File: src/rtl/vliw_fetch_pkg.sv
// Shared types for the VLIW instruction fetch path.
//   bundle_t      : one 128-bit instruction bundle (4 x 32-bit slots)
//   fetch_entry_t : {pc, bundle} pair held by the prefetch queue
//   PC_STEP       : byte distance between sequential bundles
//   NOP_BUNDLE    : value presented on the bundle output when nothing is valid
package vliw_fetch_pkg;

    typedef logic [127:0] bundle_t;

    typedef struct packed {
        logic [31:0] pc;
        bundle_t     bundle;
    } fetch_entry_t;

    localparam int unsigned PC_STEP    = 16;
    localparam bundle_t     NOP_BUNDLE = '0;

endpackage

File: src/rtl/bpq_storage.sv
// Circular buffer of fetch entries for the bundle prefetch queue.
// Ports:
//   clk, rst       : clock, synchronous active-high reset (pointers and count)
//   clear          : empties the buffer at the next edge; wins over push/pop
//   push, push_entry : write push_entry at the tail
//   pop            : retire the head entry
//   head_entry     : entry at the head (meaningful only when count != 0)
//   count          : number of entries held
// The caller guarantees no push when full and no pop when empty.
module bpq_storage
    import vliw_fetch_pkg::*;
#(
    parameter int DEPTH = 4
) (
    input  logic                     clk,
    input  logic                     rst,
    input  logic                     clear,
    input  logic                     push,
    input  fetch_entry_t             push_entry,
    input  logic                     pop,
    output fetch_entry_t             head_entry,
    output logic [$clog2(DEPTH):0]   count
);

    localparam int PTR_W = $clog2(DEPTH);

    fetch_entry_t     mem_q [DEPTH];
    fetch_entry_t     mem_d [DEPTH];
    logic [PTR_W-1:0] head_q, head_d;
    logic [PTR_W-1:0] tail_q, tail_d;
    logic [PTR_W:0]   count_q, count_d;

    always_comb begin
        mem_d   = mem_q;
        head_d  = head_q;
        tail_d  = tail_q;
        count_d = count_q;
        if (clear) begin
            head_d  = '0;
            tail_d  = '0;
            count_d = '0;
        end else begin
            if (push) begin
                mem_d[tail_q] = push_entry;
                tail_d        = tail_q + PTR_W'(1);
            end
            if (pop) begin
                head_d = head_q + PTR_W'(1);
            end
            case ({push, pop})
                2'b10:   count_d = count_q + (PTR_W+1)'(1);
                2'b01:   count_d = count_q - (PTR_W+1)'(1);
                default: count_d = count_q;
            endcase
        end
    end

    always_ff @(posedge clk) begin
        if (rst) begin
            head_q  <= '0;
            tail_q  <= '0;
            count_q <= '0;
        end else begin
            head_q  <= head_d;
            tail_q  <= tail_d;
            count_q <= count_d;
        end
    end

    // Payload storage needs no reset: count gates every read.
    always_ff @(posedge clk) begin
        mem_q <= mem_d;
    end

    assign head_entry = mem_q[head_q];
    assign count      = count_q;

endmodule

File: src/rtl/bundle_prefetch_queue.sv
// Bundle prefetch queue between main_memory's instruction port and instruction_fetch.
// Issues sequential bundle reads ahead of decode, buffers up to DEPTH {pc, bundle}
// entries and presents the head with a valid/ready handshake. A flush squashes the
// queue and redirects fetch to flush_pc.
// Ports:
//   clk, rst                        : clock, synchronous active-high reset
//   mem_req_valid, mem_req_pc       : bundle read request (memory always accepts)
//   mem_rsp_valid, mem_rsp_bundle   : response, one cycle after the request
//   data_start_addr                 : fetch stops once fetch_pc reaches this address
//   flush, flush_pc                 : branch-taken squash and redirect target
//   out_valid, out_pc, out_bundle   : head entry towards instruction_fetch
//   out_ready                       : consumer takes the head this cycle
//   occupancy                       : entries held
//   fetch_done                      : boundary reached, queue empty, nothing in flight
// Optional build macro BPQ_STATS_EN adds stat_empty_cycles and stat_flushes
// (saturating 32-bit counters).
module bundle_prefetch_queue #(
    parameter int          DEPTH    = 4,
    parameter int          BUNDLE_W = 128,
    parameter int unsigned PC_STEP  = vliw_fetch_pkg::PC_STEP,
    parameter logic [31:0] RESET_PC = 32'h0
) (
    input  logic                      clk,
    input  logic                      rst,
    output logic                      mem_req_valid,
    output logic [31:0]               mem_req_pc,
    input  logic                      mem_rsp_valid,
    input  logic [BUNDLE_W-1:0]       mem_rsp_bundle,
    input  logic [31:0]               data_start_addr,
    input  logic                      flush,
    input  logic [31:0]               flush_pc,
    output logic                      out_valid,
    output logic [31:0]               out_pc,
    output logic [BUNDLE_W-1:0]       out_bundle,
    input  logic                      out_ready,
    output logic [$clog2(DEPTH):0]    occupancy,
    output logic                      fetch_done
`ifdef BPQ_STATS_EN
    ,
    output logic [31:0]               stat_empty_cycles,
    output logic [31:0]               stat_flushes
`endif
);

    import vliw_fetch_pkg::*;

    localparam int CNT_W = $clog2(DEPTH) + 1;

    logic [31:0]      fetch_pc_q, fetch_pc_d;
    logic             inflight_q, inflight_d;
    logic [31:0]      inflight_pc_q, inflight_pc_d;

    logic [CNT_W-1:0] count;
    logic [CNT_W:0]   credit_used;
    fetch_entry_t     head_entry;
    fetch_entry_t     push_entry;
    logic             push, pop, q_empty, below_bound, has_credit;

    bpq_storage #(.DEPTH(DEPTH)) u_storage (
        .clk        (clk),
        .rst        (rst),
        .clear      (flush),
        .push       (push),
        .push_entry (push_entry),
        .pop        (pop),
        .head_entry (head_entry),
        .count      (count)
    );

    always_comb begin
        below_bound = fetch_pc_q < data_start_addr;
        // An outstanding request reserves a slot, so its response always fits.
        credit_used = {1'b0, count} + {{CNT_W{1'b0}}, inflight_q};
        has_credit  = credit_used < (CNT_W+1)'(DEPTH);
        q_empty     = (count == '0);

        mem_req_valid = !rst && !flush && below_bound && has_credit;
        mem_req_pc    = fetch_pc_q;

        out_valid  = !rst && !q_empty;
        out_pc     = out_valid ? head_entry.pc : 32'h0;
        out_bundle = out_valid ? BUNDLE_W'(head_entry.bundle) : BUNDLE_W'(NOP_BUNDLE);
        occupancy  = rst ? '0 : count;
        fetch_done = !rst && !below_bound && q_empty && !inflight_q;

        // Responses with no matching request, or landing in the flush cycle, are dropped.
        push       = !rst && !flush && mem_rsp_valid && inflight_q;
        pop        = !rst && !flush && out_valid && out_ready;
        push_entry = '{pc: inflight_pc_q, bundle: bundle_t'(mem_rsp_bundle)};

        fetch_pc_d    = fetch_pc_q;
        inflight_d    = inflight_q;
        inflight_pc_d = inflight_pc_q;
        if (flush) begin
            fetch_pc_d = flush_pc;
            inflight_d = 1'b0;
        end else if (mem_req_valid) begin
            fetch_pc_d    = fetch_pc_q + 32'(PC_STEP);
            inflight_d    = 1'b1;
            inflight_pc_d = fetch_pc_q;
        end else if (push) begin
            inflight_d = 1'b0;
        end
    end

    always_ff @(posedge clk) begin
        if (rst) begin
            fetch_pc_q    <= RESET_PC;
            inflight_q    <= 1'b0;
            inflight_pc_q <= 32'h0;
        end else begin
            fetch_pc_q    <= fetch_pc_d;
            inflight_q    <= inflight_d;
            inflight_pc_q <= inflight_pc_d;
        end
    end

`ifdef BPQ_STATS_EN
    logic [31:0] stat_empty_cycles_q, stat_empty_cycles_d;
    logic [31:0] stat_flushes_q, stat_flushes_d;

    always_comb begin
        stat_empty_cycles_d = stat_empty_cycles_q;
        stat_flushes_d      = stat_flushes_q;
        if (q_empty && !fetch_done && stat_empty_cycles_q != 32'hFFFF_FFFF) begin
            stat_empty_cycles_d = stat_empty_cycles_q + 32'h1;
        end
        if (flush && stat_flushes_q != 32'hFFFF_FFFF) begin
            stat_flushes_d = stat_flushes_q + 32'h1;
        end
    end

    always_ff @(posedge clk) begin
        if (rst) begin
            stat_empty_cycles_q <= 32'h0;
            stat_flushes_q      <= 32'h0;
        end else begin
            stat_empty_cycles_q <= stat_empty_cycles_d;
            stat_flushes_q      <= stat_flushes_d;
        end
    end

    assign stat_empty_cycles = stat_empty_cycles_q;
    assign stat_flushes      = stat_flushes_q;
`endif

endmodule

File: config.mk
export PLATFORM = sky130hd
export DESIGN_NAME = bundle_prefetch_queue
export DESIGN_NICKNAME = d
export VERILOG_FILES = /design/src/rtl/vliw_fetch_pkg.sv /design/src/rtl/bpq_storage.sv /design/src/rtl/bundle_prefetch_queue.sv
export SDC_FILE = /design/constraint.sdc
export NUM_CORES = 1
export LEC_CHECK = 0
export ABC_CLOCK_PERIOD_IN_PS = 6900
export BUFFER_PORTS_ARGS = -buffer_cell sky130_fd_sc_hd__buf_2
export CAP_MARGIN = 10
export CORE_ASPECT_RATIO = 1.5
export CORE_MARGIN = 2
export CORE_UTILIZATION = 57
export DETAILED_ROUTE_END_ITERATION = 6
export HOLD_SLACK_MARGIN = 0.12
export PLACE_DENSITY_LB_ADDON = 0.2
export SLEW_MARGIN = 30
export SYNTH_ARGS = -nofsm -noshare
export SYNTH_HDL_FRONTEND = slang
export SYNTH_SLANG_ARGS = --single-unit
File: constraint.sdc
create_clock -name clk -period 6.9 [get_ports clk]
set_input_delay 1.035 -clock clk [delete_from_list [all_inputs] [get_ports clk]]
set_output_delay 1.035 -clock clk [all_outputs]
set_load 0.03 [all_outputs]
-- Yosys cells after proc, flatten, opt, wreduce, memory -nomap -nowiden
Index checks and enable logic that the tools add are counted.
- bits in latches: 0
- output and inout bits: 198
- RAM bits: 0
- bits in registers: 712
- memories kept: 0
- bits in read-only memories: 0
- input port bits: 197
- div/mod/pow operators: 0
- $lt $le $gt $ge: 5
- equality and inequality tests: 2
- multiply operators: 0
- add/subtract/negate cells: 6
- multiplexer cells: 14
- shifts and indexed selects: 0
- bitwise gates (word level): 3
- reductions and logical operators: 24
- operators with widths (cell ; count):
    bitwise mux 640 bit ; 1
    two-way mux 160 bit ; 3
    binary-select mux 160 bit (select 2 bit) ; 1
    demux 160 bit (select 2 bit) ; 1
    two-way mux 128 bit ; 1
    two-way mux 32 bit ; 3
    adder 32 x 5 -> 32 bit (second input constant) ; 1
    < comparator 32 bit ; 1
    logical AND 1 bit ; 12
    >= comparator 3 bit (second input constant) ; 2
    inverter 2 -> 3 bit ; 2
    one-hot mux 3 bit (2 select lines) ; 1
    nonzero test 2 bit ; 3
    logical NOT 1 bit ; 5
    adder 2 x 1 -> 2 bit (second input constant) ; 2
    adder 3 x 1 -> 4 bit ; 1
    < comparator 4 x 3 -> 1 bit (second input constant) ; 1
    AND reduction 2 bit ; 2
    adder 3 x 1 -> 3 bit (second input constant) ; 1
    logical NOT 3 bit ; 1
    < comparator 3 x 1 -> 1 bit (second input constant) ; 1
    two-way mux 3 bit ; 1
    subtractor 3 x 1 -> 3 bit (second input constant) ; 1
    == test 2 x 1 -> 1 bit (second input constant) ; 1
    other kinds (4) ; 5

-- Longest topological paths before layout
- word-level depth: 7
- depth in mapped cells: 11

-- Modules after synthesis
Synthesis repeated with hierarchy kept, for this count alone.
- cell total of the unflattened synthesis: 1576
- area, all modules: 28454.8 sq um
- modules (own cells, without submodules) (module ; area each (sq um) ; seq. area each (sq um) ; times used ; cells each):
    bpq_storage ; 23440.0 ; 19358.6 ; 1 ; 876
    bundle_prefetch_queue ; 5014.8 ; 1301.2 ; 1 ; 700

-- Least setup slack after synthesis
No wires, ideal clock.
- kind: input-to-reg
- from: in rst
- to: reg u_storage.mem_q[0] (netlist name) (enable)
- slack: 1.117 ns
- cell stages on the path: 4
- data required time: 6.361 ns
- setup time: 0.539 ns
- data arrival time: 5.244 ns
- buffers on the path: 1
- cells stage by stage: nor2_1 and3_1 clkbuf_1 and2_1
- longest elaborated chain between the ends: 5
- RTL lines (what ; line ; RTL):
    start: declaration ; bundle_prefetch_queue.sv:24 ; input logic rst,
    logical NOT 1 bit ; bundle_prefetch_queue.sv:87 ; push = !rst && !flush && mem_rsp_valid && inflight_q;
    logical AND 1 bit (3 in a row) ; bundle_prefetch_queue.sv:87 ;
    AND reduction 2 bit (no source line) ; - ;
    end signal: assignment ; bpq_storage.sv:72 ; mem_q <= mem_d;
    end: declaration ; bpq_storage.sv:27 ; fetch_entry_t mem_q [DEPTH];
No other way between the ends.
A chain may end at the register's enable or synchronous reset.

-- Worst setup path in the final report
- from: in flush
- to: out mem_req_valid
- longest elaborated chain between the ends: 4
- RTL lines (what ; line ; RTL):
    start: declaration ; bundle_prefetch_queue.sv:30 ; input logic flush,
    logical NOT 1 bit ; bundle_prefetch_queue.sv:77 ; mem_req_valid = !rst && !flush && below_bound && has_credit;
    logical AND 1 bit (3 in a row) ; bundle_prefetch_queue.sv:77 ;
    end: declaration ; bundle_prefetch_queue.sv:25 ; output logic mem_req_valid,
No other way between the ends.

==> impl_metrics.py <==
metrics = {
    "finish": {
        "fillCellCount": 3381,
        "area.sequential_um2": 20670,
        "final_nets": 2141,
        "syn_to_final_growth_pct": 16.21,
        "multi_input_area_um2": 7154,
        "drive_gt1_share_pct": 35.54,
        "design_area_um2": 32990,
    },
    "worst_setup_path": {
        "cpLargestDelayFamily": "simple AND/OR/NAND/NOR gates",
        "cp.required_ns": 5.86,
        "worst-setup-path-type": "in -> out",
        "arrival_ns": 3.22,
        "crit_chain": "buf_2, or2_1, a311oi_2, nand3_2, a21oi_4, buf_2",
        "cpPeakStageDelay_ns": 0.55,
        "path_max_fanout": 23,
        "crit_path_frequent_cell": "buf_2",
        "cp-end-kind": "output pin",
        "critPathSlowestCell": "a311oi_2",
        "startpoint_type": "input pin",
        "path_buf_inv": 2,
    },
    "timing": {
        "post-route-period-util_pct": 61.74,
        "rsz0062_at_grt": "false",
        "max_freq_mhz": 234.8,
        "fin_crit_ns": 4.260,
        "setup_violations": 0,
        "slew_viol_final": 0,
        "max_slew_margin_pct": 40.46,
        "timing.hold.ws_ns": 0.4994,
        "tns_ns": 0,
        "tightestPinTransition_ns": 0.8931,
        "final_hold_viol_count": 0,
        "skew_ns": 0.01546,
    },
    "logic_synthesis": {
        "synth-main-ff-cell": "edfxtp_1",
        "synth_common_cells": "edfxtp_1, and3_1, mux4_2",
        "synth_edf_count": 640,
        "yosysTopAreaCell": "edfxtp_1",
        "synthArstFlopShare_pct": 0,
        "synth-seq-cells": 712,
        "syn_area_um2": 28390,
        "syn_inst": 1527,
        "synth_most_common_cell": "edfxtp_1",
        "yosysWarnings": 0,
        "ys_types": 58,
        "yosys.area.top_type_share_pct": 67.70,
        "syn_area_per_cell_um2": 18.59,
        "synth_fp_nets": 1762,
        "seq_area_frac_synth_pct": 72.78,
        "synth_area_leaders": "edfxtp_1, mux4_2, dfxtp_1",
    },
    "clock_network": {
        "cts_tree": "yes",
        "cts_num_sinks": 712,
        "h-tree-depth": 2,
        "cts_root_buf": "clkbuf_16",
        "cts_made_buffers": 59,
        "hold_buffers": 0,
        "postCtsSetupBuffers": 0,
        "cts_resized": 0,
        "insertion_delay_ns": 0.59,
        "clk_pin_slew_ns": 0.07,
        "clock_path_buffers": 3,
    },
    "floorplan": {
        "num_io_pins": 395,
        "fp.dieH_um": 277.3,
        "row_count": 100,
        "core_um2": 49420,
        "fp.dieW_um": 186.2,
        "dieArea_um2": 51640,
        "start_util_pct": 57.44,
    },
    "route": {
        "drc": 0,
        "vias_per_cell": 5.873,
        "num_vias": 15447,
        "routed_wl_um": 60790,
        "drtIter0Drc": 957,
        "wl_per_cell_um": 23.11,
        "ant_nets": 0,
        "first_pass_iters": 5,
    },
    "power": {
        "power.leakage_uw": 0.01236,
        "p_per_area_nw_per_um2": 251.6,
        "irDropWorstVdd_mv": 0.2123,
    },
    "global_routing": {
        "grt_max_degree": 109,
        "track_usage_pct": 23.64,
        "grt_overflow": 0,
        "grt_pass1_wl_um": 92030,
        "antenna_found_initial": 20,
        "first_global_vias": 16083,
    },
    "place": {
        "hpwlAfterDp_um": 37320,
        "place_area_um2": 31050,
        "gp_congestion": 0.8901,
        "port_buffers": 394,
    },
    "job": {
        "cap_violations": 0,
    },
    "outcome": {
        "status": "finished clean",
    },
    "hold_path": {
        "worst_hold_path_type": "reg -> reg",
    },
}
==> power breakdown <==
part / total [µW] / switching, µW / internal [µW]
Combinational: 303 / 189 / 114
Sequential: 4750 / 36.8 / 4720
Clock: 3250 / 1470 / 1780
==> layer usage <==
layer  wire (µm)  up-vias  global-route usage (%)
met3        4288      133                   5.448
met1       22830     7861                   29.17
li1            -     6912                       -
met2       31170      527                   40.44
met4        2397       14                   9.186
met5          98        -                       0
==> metrics by stage <==
| stage | util (%) | setup slack [ns] | total power [µW] | std cells |
|---|---|---|---|---|
| 5_1_grt | 66.73 | 2.575 | 8533 | 2627 |
| 3_3_place_gp | 62.82 | 2.698 | 5132 | 2508 |
| 3_5_place_dp | 62.83 | 2.648 | 5151 | 2508 |
| 4_1_cts | 66.67 | 2.666 | 8362 | 2616 |
| 6_report | 66.74 | 2.640 | 8301 | 2630 |
| 2_1_floorplan | - | 1.117 | 5002 | 1527 |
==> kinds of logic after synthesis <==
group	count (synthesis)	share of synthesized area [%]
flip-flops	712	72.78
AND/OR/NAND/NOR	328	6.431
multiplexers	197	14.00
buffers and inverters	148	2.094
AO/OA/AOI/OAI	88	2.499
adder cells (fa/ha/maj)	38	1.701
XOR/XNOR	16	0.4937
==> final timing paths <==
kind                                                     from  slack [ns]                              to  depth (start not counted)
worst max-delay path                                    flush        2.64                   mem_req_valid                          6
worst min-delay path            inflight_pc_q[0]$_SDFFE_PP0P_        0.50  u_storage.mem_q[128]$_DFFE_PP_                          0
worst max register to register    mem_req_pc[21]$_SDFFE_PP0P_        3.38      mem_req_pc[4]$_SDFFE_PP0P_                          9
worst min register to register  inflight_pc_q[0]$_SDFFE_PP0P_        0.50  u_storage.mem_q[128]$_DFFE_PP_                          0
==> registers in the layout (all words and copies together) (netlist names) <==
register,flops
u_storage.mem_q,640
u_storage.tail_q,2
inflight_q,1
mem_req_pc,32
inflight_pc_q,32
u_storage.count,3
u_storage.head_q,2
==> cell type report <==
type                       instances  share of cell area, %
inverter                          52                 0.6031
antenna                           14                 0.1062
clock buffer                      70                  4.984
clock inverter                    38                 0.7776
tap                              663                  2.515
sequential                       712                  62.65
multi-input combinational        667                  21.69
timing repair buffer             414                  6.672
==> cells in the final DEF (no fill, tap or decap), drive strengths merged, types with 3 or more instances in the layout <==
cell type | Yosys | routed
a2111oi | 11 | 11
a211oi | 17 | 17
a21o | 4 | 4
a21oi | 20 | 20
a311oi | 9 | 9
and2 | 8 | 8
and3 | 164 | 164
and4 | 5 | 5
buf | 27 | 414
clkbuf | 69 | 70
clkinv | 1 | 30
clkinvlp | 0 | 4
dfxtp | 72 | 72
diode | 0 | 14
edfxtp | 640 | 640
ha | 37 | 37
inv | 51 | 54
mux2i | 37 | 37
mux4 | 160 | 160
nand2 | 19 | 19
nand2b | 7 | 7
nand3 | 14 | 14
nand4 | 12 | 12
nor2 | 78 | 78
nor2b | 4 | 4
nor3 | 5 | 5
nor4 | 4 | 4
o21ai | 8 | 8
o311a | 4 | 4
xnor2 | 13 | 13
xor2 | 3 | 3
(Power assumes the default switching activity.)
